$ cat config.mk
export PLATFORM = sky130hd
export DESIGN_NAME = forward_hazard_unit
export DESIGN_NICKNAME = d
export VERILOG_FILES = /design/src/rtl/forward_hazard_unit.sv
export SDC_FILE = /design/constraint.sdc
export NUM_CORES = 1
export LEC_CHECK = 0
export ABC_AREA = 1
export ABC_CLOCK_PERIOD_IN_PS = 6450
export CORE_MARGIN = 2
export CORE_UTILIZATION = 55
export CTS_CLUSTER_DIAMETER = 30
export DETAILED_ROUTE_END_ITERATION = 12
export GPL_TIMING_DRIVEN = 0
export PLACE_DENSITY_LB_ADDON = 0.05
export SKIP_CTS_REPAIR_TIMING = 1
export SYNTH_ARGS = -nofsm -noshare
export SYNTH_HDL_FRONTEND = slang
export SYNTH_SLANG_ARGS = --single-unit
$ cat constraint.sdc
create_clock -name clk -period 6.45 [get_ports clk]
set_input_delay 0.645 -clock clk [delete_from_list [all_inputs] [get_ports clk]]
set_output_delay 0.645 -clock clk [all_outputs]
set_load 0.01 [all_outputs]
$ cat src/rtl/forward_hazard_unit.sv
// forward_hazard_unit: operand forwarding plus scoreboard hazard detection
// between decode and execute, with a saturating stall-cycle counter.
module forward_hazard_unit #(
  parameter int ADDR_W = 5,
  parameter int NUM_SRC = 2,
  parameter int NUM_FWD = 2,
  parameter int CNT_W = 3,
  parameter int STALL_CNT_W = 16,
  localparam int SEL_W = $clog2(NUM_FWD + 1)
) (
  input  logic                       clk,
  input  logic                       reset,
  input  logic                       issue_valid,
  input  logic [ADDR_W-1:0]          issue_rd,
  input  logic [CNT_W-1:0]           issue_lat,
  input  logic [NUM_SRC*ADDR_W-1:0]  src_addr,
  input  logic [NUM_SRC-1:0]         src_used,
  input  logic                       flush,
  input  logic [NUM_FWD-1:0]         fwd_valid,
  input  logic [NUM_FWD*ADDR_W-1:0]  fwd_rd,
  output logic                       stall,
  output logic [NUM_SRC*SEL_W-1:0]   fwd_sel,
  output logic [STALL_CNT_W-1:0]     stall_cycles
);

  localparam int NREG = 1 << ADDR_W;

  logic [CNT_W-1:0] pend [NREG];
  logic rawHaz;
  logic wawHaz;
  logic issueFire;
  logic loadPend;

  always_comb begin
    logic [ADDR_W-1:0] a;
    rawHaz = 1'b0;
    a = '0;
    for (int i = 0; i < NUM_SRC; i++) begin
      a = src_addr[i*ADDR_W +: ADDR_W];
      if (src_used[i] && a != '0 && pend[a] != '0)
        rawHaz = 1'b1;
    end
  end

  assign wawHaz = issue_valid && issue_rd != '0
               && pend[issue_rd] != '0;
  assign stall = issue_valid & ~flush & (rawHaz | wawHaz);
  assign issueFire = issue_valid & ~flush & ~stall;
  assign loadPend = issueFire && issue_lat != '0
                 && issue_rd != '0;

  // Walk oldest to youngest so the youngest match is written last.
  always_comb begin
    logic [ADDR_W-1:0] a;
    fwd_sel = '0;
    a = '0;
    for (int i = 0; i < NUM_SRC; i++) begin
      a = src_addr[i*ADDR_W +: ADDR_W];
      for (int k = NUM_FWD - 1; k >= 0; k--) begin
        if (fwd_valid[k] && a != '0
            && fwd_rd[k*ADDR_W +: ADDR_W] == a)
          fwd_sel[i*SEL_W +: SEL_W] = SEL_W'(k + 1);
      end
    end
  end

  // A fresh load takes precedence over the running countdown.
  always_ff @(posedge clk) begin
    for (int r = 0; r < NREG; r++) begin
      if (reset || r == 0)
        pend[r] <= '0;
      else if (loadPend && issue_rd == ADDR_W'(r))
        pend[r] <= issue_lat;
      else if (pend[r] != '0)
        pend[r] <= pend[r] - CNT_W'(1);
    end
  end

  always_ff @(posedge clk) begin
    if (reset)
      stall_cycles <= '0;
    else if (stall && stall_cycles != '1)
      stall_cycles <= stall_cycles + STALL_CNT_W'(1);
  end

endmodule

==> impl_metrics.py, run 1 <==
metrics = {
    "floorplanning": {
        "fp.dieH_um": 134,
        "fp-row-count": 47,
        "ios": 57,
        "start_util_pct": 56.2,
        "coreArea_mm2": 0.0165,
        "die_w_um": 134,
        "dieArea_mm2": 0.0179,
    },
    "synthesis": {
        "netlist_instances": 1296,
        "netlist_area_mm2": 0.00928,
        "synth_seq_area_share_pct": 33.5,
        "synth_flop_cell": "edfxtp_1",
        "yosysTopAreaCell": "edfxtp_1",
        "yosysWarnings": 0,
        "ys_ff_latch": 109,
        "async_flop_share_pct": 0,
        "synth.net_count": 1395,
        "yosysUniqueCellTypes": 34,
        "synth_area_per_cell_um2": 7.16,
        "synth_edf_count": 93,
        "synth_area_leaders": "edfxtp_1, nand4_1, nand2_1",
        "synth_top_area_share_pct": 30.1,
    },
    "job": {
        "drv_cap": 0,
    },
    "setup_path": {
        "crit_required_ns": 5.80,
        "arrival_ns": 3.76,
        "critPathKind": "in2out",
        "end_kind": "output pin",
        "startpoint_type": "input port",
        "cp_max_fo": 8,
    },
    "finish": {
        "drive_gt1_share_pct": 5.21,
        "n_antenna_cell": 0,
        "layout.nets": 1457,
        "syn2layout_area_growth_pct": 11.8,
        "n_fill_cell": 1535,
    },
    "global_routing": {
        "grt_pass1_wl_mm": 46.7,
        "antenna_found_initial": 0,
        "gr-total-overflow": 0,
        "grt_use_total_pct": 33.6,
        "grt_pass1_vias": 8840,
        "grt_start_max_net_pins": 18,
    },
    "clock_tree": {
        "cts_tree": "yes",
        "cts_root_buf": "clkbuf_16",
        "insertion_delay_ns": 0.37,
        "cts.sinks": 109,
        "clk_pin_slew_ns": 0.07,
        "cts_max_level": 3,
        "max-clock-path-buffers": 2,
        "numCtsBuffers": 9,
    },
    "place": {
        "place.port_buffers": 51,
        "gp_congestion": 0.980,
        "hpwl_mm": 22.1,
    },
    "drt": {
        "finalWirelength_mm": 29.9,
        "drtIter0Drc": 997,
        "ant_nets": 0,
        "num_vias": 9533,
        "drt-vias-per-instance": 6.02,
        "drtPass1Iterations": 8,
        "drc": 0,
        "wire_per_inst_um": 18.9,
    },
    "timing": {
        "worst_clock_skew_ns": 0.0111,
        "grt_setup_unrepaired": "no",
        "setup_tns_ns": 0,
        "worst_pin_slew_ns": 1.22,
        "fin_crit_ns": 4.40,
        "setup_viol": 0,
        "fmax_ghz": 0.227,
        "final.period_utilization_pct": 68.2,
        "final_max_slew_viol_count": 0,
        "hold_viol": 0,
        "slew_headroom_pct": 18.1,
    },
    "hold_path": {
        "hold_class": "reg2reg",
    },
    "power": {
        "power_density_mw_per_mm2": 361,
        "peakVddDrop_mv": 0.176,
        "finalPower_w": 0.00374,
        "leakage_nw": 4.54,
    },
    "status": {
        "status": "completed",
    },
}
-- synthesized netlist by cell type (4+ instances only) --
master / number
inv_1: 230
xnor2_1: 10
inv_2: 5
buf_2: 15
o21ai_0: 24
nor3_1: 36
o21ai_1: 61
o22ai_1: 5
clkbuf_1: 35
buf_6: 4
nand3_1: 120
nand4_1: 167
dfxtp_1: 16
nand3_2: 20
xor2_1: 15
buf_1: 6
clkinv_1: 4
nor4_1: 5
buf_4: 4
ha_1: 63
nand2_1: 238
edfxtp_1: 93
nor2_1: 84
a21oi_1: 24
-- logic make-up (layout without fill, tap and decap cells) --
| kind of cell | Yosys count | in the layout | synth area share, % |
|---|---|---|---|
| and+or+nand+nor | 677 | 677 | 36.0 |
| DFF | 109 | 109 | 33.5 |
| buffers and inverters | 303 | 370 | 12.9 |
| AOI/OAI and AO/OA | 119 | 119 | 6.66 |
| xor gates and xnor gates | 25 | 25 | 2.36 |
| adders and majority gates | 63 | 63 | 8.50 |
-- routing by layer --
metal	GRT usage, %	part of all wire, %	vias up
li1	-	-	4551
met1	45.6	41	4349
met2	51.9	44	545
met3	6.88	12	88
met4	15.5	3.8	0
met5	0	0	-
-- report_power, final --
group	leakage, nW	switching [W]	internal, W
clock	0.154	0.000280	0.000309
combinational	3.23	0.00123	0.000648
sequential	1.16	0.000131	0.00114
total	4.54	0.00164	0.00210
-- per-stage QoR --
| step | hold slack (ns) | setup slack [ns] | area (um^2) | std cells | util, % |
|---|---|---|---|---|---|
| 2_1_floorplan | 0.507 | 3.58 | 9280 | 1296 | - |
| 3_3_place_gp | 0.485 | 2.21 | 10100 | 1567 | 60.9 |
| 3_5_place_dp | 0.500 | 2.23 | 10100 | 1567 | 60.9 |
| 4_1_cts | 0.513 | 2.20 | 10400 | 1583 | 62.8 |
| 5_1_grt | 0.535 | 2.00 | 10400 | 1583 | 62.8 |
| 6_report | 0.505 | 2.05 | 10400 | 1583 | 62.8 |
-- cell usage in the layout (no fill, tap or decap), types with 6 or more instances in the layout --
cell type and count:
nand2_1 238, inv_1 230, nand4_1 167, nand3_1 120, edfxtp_1 93, nor2_1 84, ha_1 63, o21ai_1 61
clkdlybuf4s50_1 51, nor3_1 36, clkbuf_1 35, o21ai_0 24, a21oi_1 24, nand3_2 20, dfxtp_1 16, buf_2 15
xor2_1 15, xnor2_1 10, clkbuf_16 10, buf_1 6
-- registers in the layout (all words and copies together) (netlist names) --
name,cells
pend,93
stall_cycles,16
-- area by class of cell --
class,instances,area [um^2],area share (%)
Multi-Input combinational cell,884,4960,47.9
Buffer,64,304,2.93
Clock inverter,4,27.5,0.265
Timing Repair Buffer,51,510,4.92
Inverter,239,897,8.65
Clock buffer,12,278,2.68
Tap cell,220,275,2.65
Sequential cell,109,3110,30.0
-- worst paths after layout --
| kind | startpoint | end | slack, ns | cells after the start |
|---|---|---|---|---|
| max reg2reg | pend[8][1] | pend[10][0] | 3.47 | 12 |
| max | issue_rd[1] | stall | 2.05 | 16 |
| min reg2reg | stall_cycles[1] | stall_cycles[1] | 0.51 | 2 |
| min | stall_cycles[1] | stall_cycles[1] | 0.51 | 2 |
-- critical path, stage by stage --
cell,delay [ns]
clkdlybuf4s50_1,0.58
inv_1,0.08
nor2_1,0.69
o21ai_0,0.26
nand2_1,0.14
nor2_1,0.05
nand2_1,0.05
nand2_1,0.05
nand2_1,0.05
nor2_1,0.04
nand2_1,0.05
nand2_1,0.05
nand2_1,0.13
nor2_2,0.11
nor2_1,0.19
clkdlybuf4s50_1,0.57
Power figures use the tool's default switching activity.
==> run 2, diff against run 1 <==
--- a/config.mk
+++ b/config.mk
@@ -6,7 +6,7 @@
 export NUM_CORES = 1
 export LEC_CHECK = 0
 export ABC_AREA = 1
-export ABC_CLOCK_PERIOD_IN_PS = 6450
+export ABC_CLOCK_PERIOD_IN_PS = 4300
 export CORE_MARGIN = 2
 export CORE_UTILIZATION = 55
 export CTS_CLUSTER_DIAMETER = 30
==> constraint.sdc (replaced) <==
create_clock -name clk -period 4.3 [get_ports clk]
set_input_delay 0.43 -clock clk [delete_from_list [all_inputs] [get_ports clk]]
set_output_delay 0.43 -clock clk [all_outputs]
set_load 0.01 [all_outputs]
==> results of run 2 <==
The final DEF is identical to that of run 1. Status: completed.
Main changes from that run: setup slack after placement 2.23 ns -> 0.493 ns; setup slack after layout 2.05 ns -> 0.330 ns; register-to-register setup slack 3.47 ns -> 1.32 ns; total power 0.00374 W -> 0.00561 W; worst IR drop on VDD 0.176 mV -> 0.264 mV
==> run 3, diff against run 2 <==
--- a/config.mk
+++ b/config.mk
@@ -11,9 +11,9 @@
 export CORE_UTILIZATION = 55
 export CTS_CLUSTER_DIAMETER = 30
 export DETAILED_ROUTE_END_ITERATION = 12
-export GPL_TIMING_DRIVEN = 0
 export PLACE_DENSITY_LB_ADDON = 0.05
 export SKIP_CTS_REPAIR_TIMING = 1
+export SLEW_MARGIN = 20
 export SYNTH_ARGS = -nofsm -noshare
 export SYNTH_HDL_FRONTEND = slang
 export SYNTH_SLANG_ARGS = --single-unit
==> run 3 against run 2 <==
  * Register-to-register slack improved by 0.07 ns
  * Hold slack improved by 0.00088 ns
  * Wire length decreased by 7.7%
  * Via count decreased by 2.4%
  * Sequential power about the same
  * Non-clock buffer count decreased by 32
  * Clock skew increased by 0.0032 ns
  * Combinational power decreased by 2%
  * Power decreased by 1.1%
  * Critical path depth unchanged
  * First-iteration DRC count increased by 5.5%
  * Largest cell class unchanged
  * Largest power group unchanged
  * Highest routed layer unchanged
==> impl_metrics.py, run 3 (synthesis gave the netlist of run 1 again) <==
metrics = {
    "status": {
        "status": "completed",
    },
    "clock_tree": {
        "cts.sinks": 109,
        "max-clock-path-buffers": 2,
        "clk_pin_slew_ns": 0.08,
        "cts_tree": "yes",
        "insertion_delay_ns": 0.36,
        "numCtsBuffers": 9,
        "cts_max_level": 3,
        "cts_root_buf": "clkbuf_16",
    },
    "global_routing": {
        "grt_use_total_pct": 31.4,
        "grt_start_max_net_pins": 89,
        "gr-total-overflow": 0,
        "grt_pass1_vias": 8712,
        "grt_pass1_wl_mm": 44.4,
        "antenna_found_initial": 0,
    },
    "drt": {
        "ant_nets": 0,
        "wire_per_inst_um": 17.8,
        "drtIter0Drc": 1052,
        "num_vias": 9308,
        "drc": 0,
        "drt-vias-per-instance": 6.00,
        "finalWirelength_mm": 27.6,
        "drtPass1Iterations": 6,
    },
    "hold_path": {
        "hold_class": "reg2reg",
    },
    "finish": {
        "stdcell_count": 1551,
        "largest_reg_flops": 93,
        "fin_area_mm2": 0.0103,
        "final_util_pct": 62.6,
        "drive_gt1_share_pct": 5.79,
        "layout.nets": 1425,
        "syn2layout_area_growth_pct": 11.4,
        "layout_common_cells": "nand2_1, inv_1, nand4_1, nand3_1, edfxtp_1",
        "regMostFlops": "pend",
        "n_antenna_cell": 0,
        "largestRegisters": "pend x93, stall_cycles x16",
        "final_common_cell": "nand2_1",
    },
    "setup_path": {
        "regToRegStartpoint": "pend[8][1]",
        "startpoint_type": "input port",
        "reg2reg_to": "pend[10][1]",
        "arrival_ns": 3.41,
        "end_kind": "output pin",
        "setup.worst_path.start": "issue_rd[0]",
        "critPathKind": "in2out",
        "crit_required_ns": 3.87,
        "cp_slowest_stage_delay_ns": 0.61,
        "critPathCapture": "stall",
        "path_cells": "clkdlybuf4s50_1 > inv_1 > nor2_1 > o21ai_0 > nand2_1 > nor2_1 > nand2_1 > nand2_1 > nand2_1 > nor2_1 > nand2_1 > nand2_1 > nand2_1 > nor2_2 > nor2_1 > clkdlybuf4s50_1",
        "cpMostUsedCell": "nand2_1",
        "reg2reg_depth": 14,
        "ff2ff_setup_slack_ns": 1.39,
        "cp_max_fo": 8,
        "critPathSlowestCell": "nor2_1",
    },
    "place": {
        "place.port_buffers": 56,
        "hpwl_mm": 19.8,
        "gp_congestion": 1.01,
        "placed_area_mm2": 0.0100,
        "placed_cells": 1535,
    },
    "power": {
        "power_density_mw_per_mm2": 537,
        "swShare_pct": 44.1,
        "p_int_w": 0.00310,
        "finalPower_w": 0.00555,
        "clock_power_share_pct": 15.4,
        "pwr-share-seq_pct": 34.6,
        "p_sw_w": 0.00245,
        "comb_power_share_pct": 50.0,
        "peakVddDrop_mv": 0.282,
        "leakage_nw": 4.54,
    },
    "timing": {
        "setup_viol": 0,
        "slew_headroom_pct": 46.9,
        "setup_tns_ns": 0,
        "final_max_slew_viol_count": 0,
        "final.period_utilization_pct": 89.3,
        "fin_crit_ns": 3.84,
        "hold_viol": 0,
        "worst_pin_slew_ns": 0.794,
        "grt_setup_unrepaired": "no",
        "fmax_ghz": 0.260,
        "worst_clock_skew_ns": 0.0142,
    },
    "floorplanning": {
        "fp.dieH_um": 134,
        "dieArea_mm2": 0.0179,
        "coreArea_mm2": 0.0165,
        "ios": 57,
        "die_w_um": 134,
        "start_util_pct": 56.2,
        "fp-row-count": 47,
    },
    "job": {
        "drv_cap": 0,
    },
}
[run 3: cell count changes in the layout (fill, tap and decap cells not counted), sizes merged]
cell	change
buf	-2
clkdlybuf4s50	+5
clkinv	+1
inv	+1
clkbuf	-37
[run 3: how the worst min path moves through the flow]
| stage | start | endpoint | slack [ns] | cells past startpoint |
|---|---|---|---|---|
| 2_1_floorplan | stall_cycles[5] | stall_cycles[5] | 0.51 | 2 |
| 3_3_place_gp | stall_cycles[5] | stall_cycles[5] | 0.49 | 2 |
| 3_5_place_dp | stall_cycles[5] | stall_cycles[5] | 0.50 | 2 |
| 4_1_cts | stall_cycles[5] | stall_cycles[5] | 0.51 | 2 |
| 5_1_grt | stall_cycles[12] | stall_cycles[12] | 0.55 | 2 |
| 6_report | stall_cycles[5] | stall_cycles[5] | 0.51 | 2 |
[run 3: power by group through the flow]
stage / registers (W) / logic, W / clock network (W)
2_1_floorplan: 0.00186 / 0.00204 / 0
3_3_place_gp: 0.00193 / 0.00267 / 0
3_5_place_dp: 0.00194 / 0.00271 / 0
4_1_cts: 0.00192 / 0.00273 / 0.000855
5_1_grt: 0.00196 / 0.00319 / 0.000902
6_report: 0.00192 / 0.00277 / 0.000856
[run 3: metal layers]
layer / share of wire (%) / vias up / track usage, % / wire length, um
li1: - / 4491 / - / -
met4: 3.5 / 0 / 13.7 / 972
met1: 42 / 4231 / 43.4 / 11500
met5: 0 / - / 0 / 0
met2: 44 / 507 / 49.0 / 12200
met3: 10 / 79 / 4.88 / 2850
[run 3: critical path, delay by kind of cell]
kind                   cells  cell delay, ns
AND/OR/NAND/NOR           12            1.56
buffers and inverters      3            1.24
AO/OA/AOI/OAI              1            0.18
[run 3: per-stage QoR]
| step | hold WS [ns] | worst slack, ns |
|---|---|---|
| floorplan | 0.507 | 1.86 |
| global placement | 0.492 | 0.520 |
| detailed placement | 0.500 | 0.535 |
| CTS | 0.515 | 0.516 |
| global route | 0.546 | 0.239 |
| finish | 0.506 | 0.461 |
[run 3: area by class of cell]
cell class	instances	area [um^2]
Clock buffer	10	239
Clock inverter	6	53.8
Fill cell	1535	6190
Inverter	239	900
Multi-Input combinational cell	884	4970
Sequential cell	109	3110
Tap cell	220	275
Timing Repair Buffer	83	788
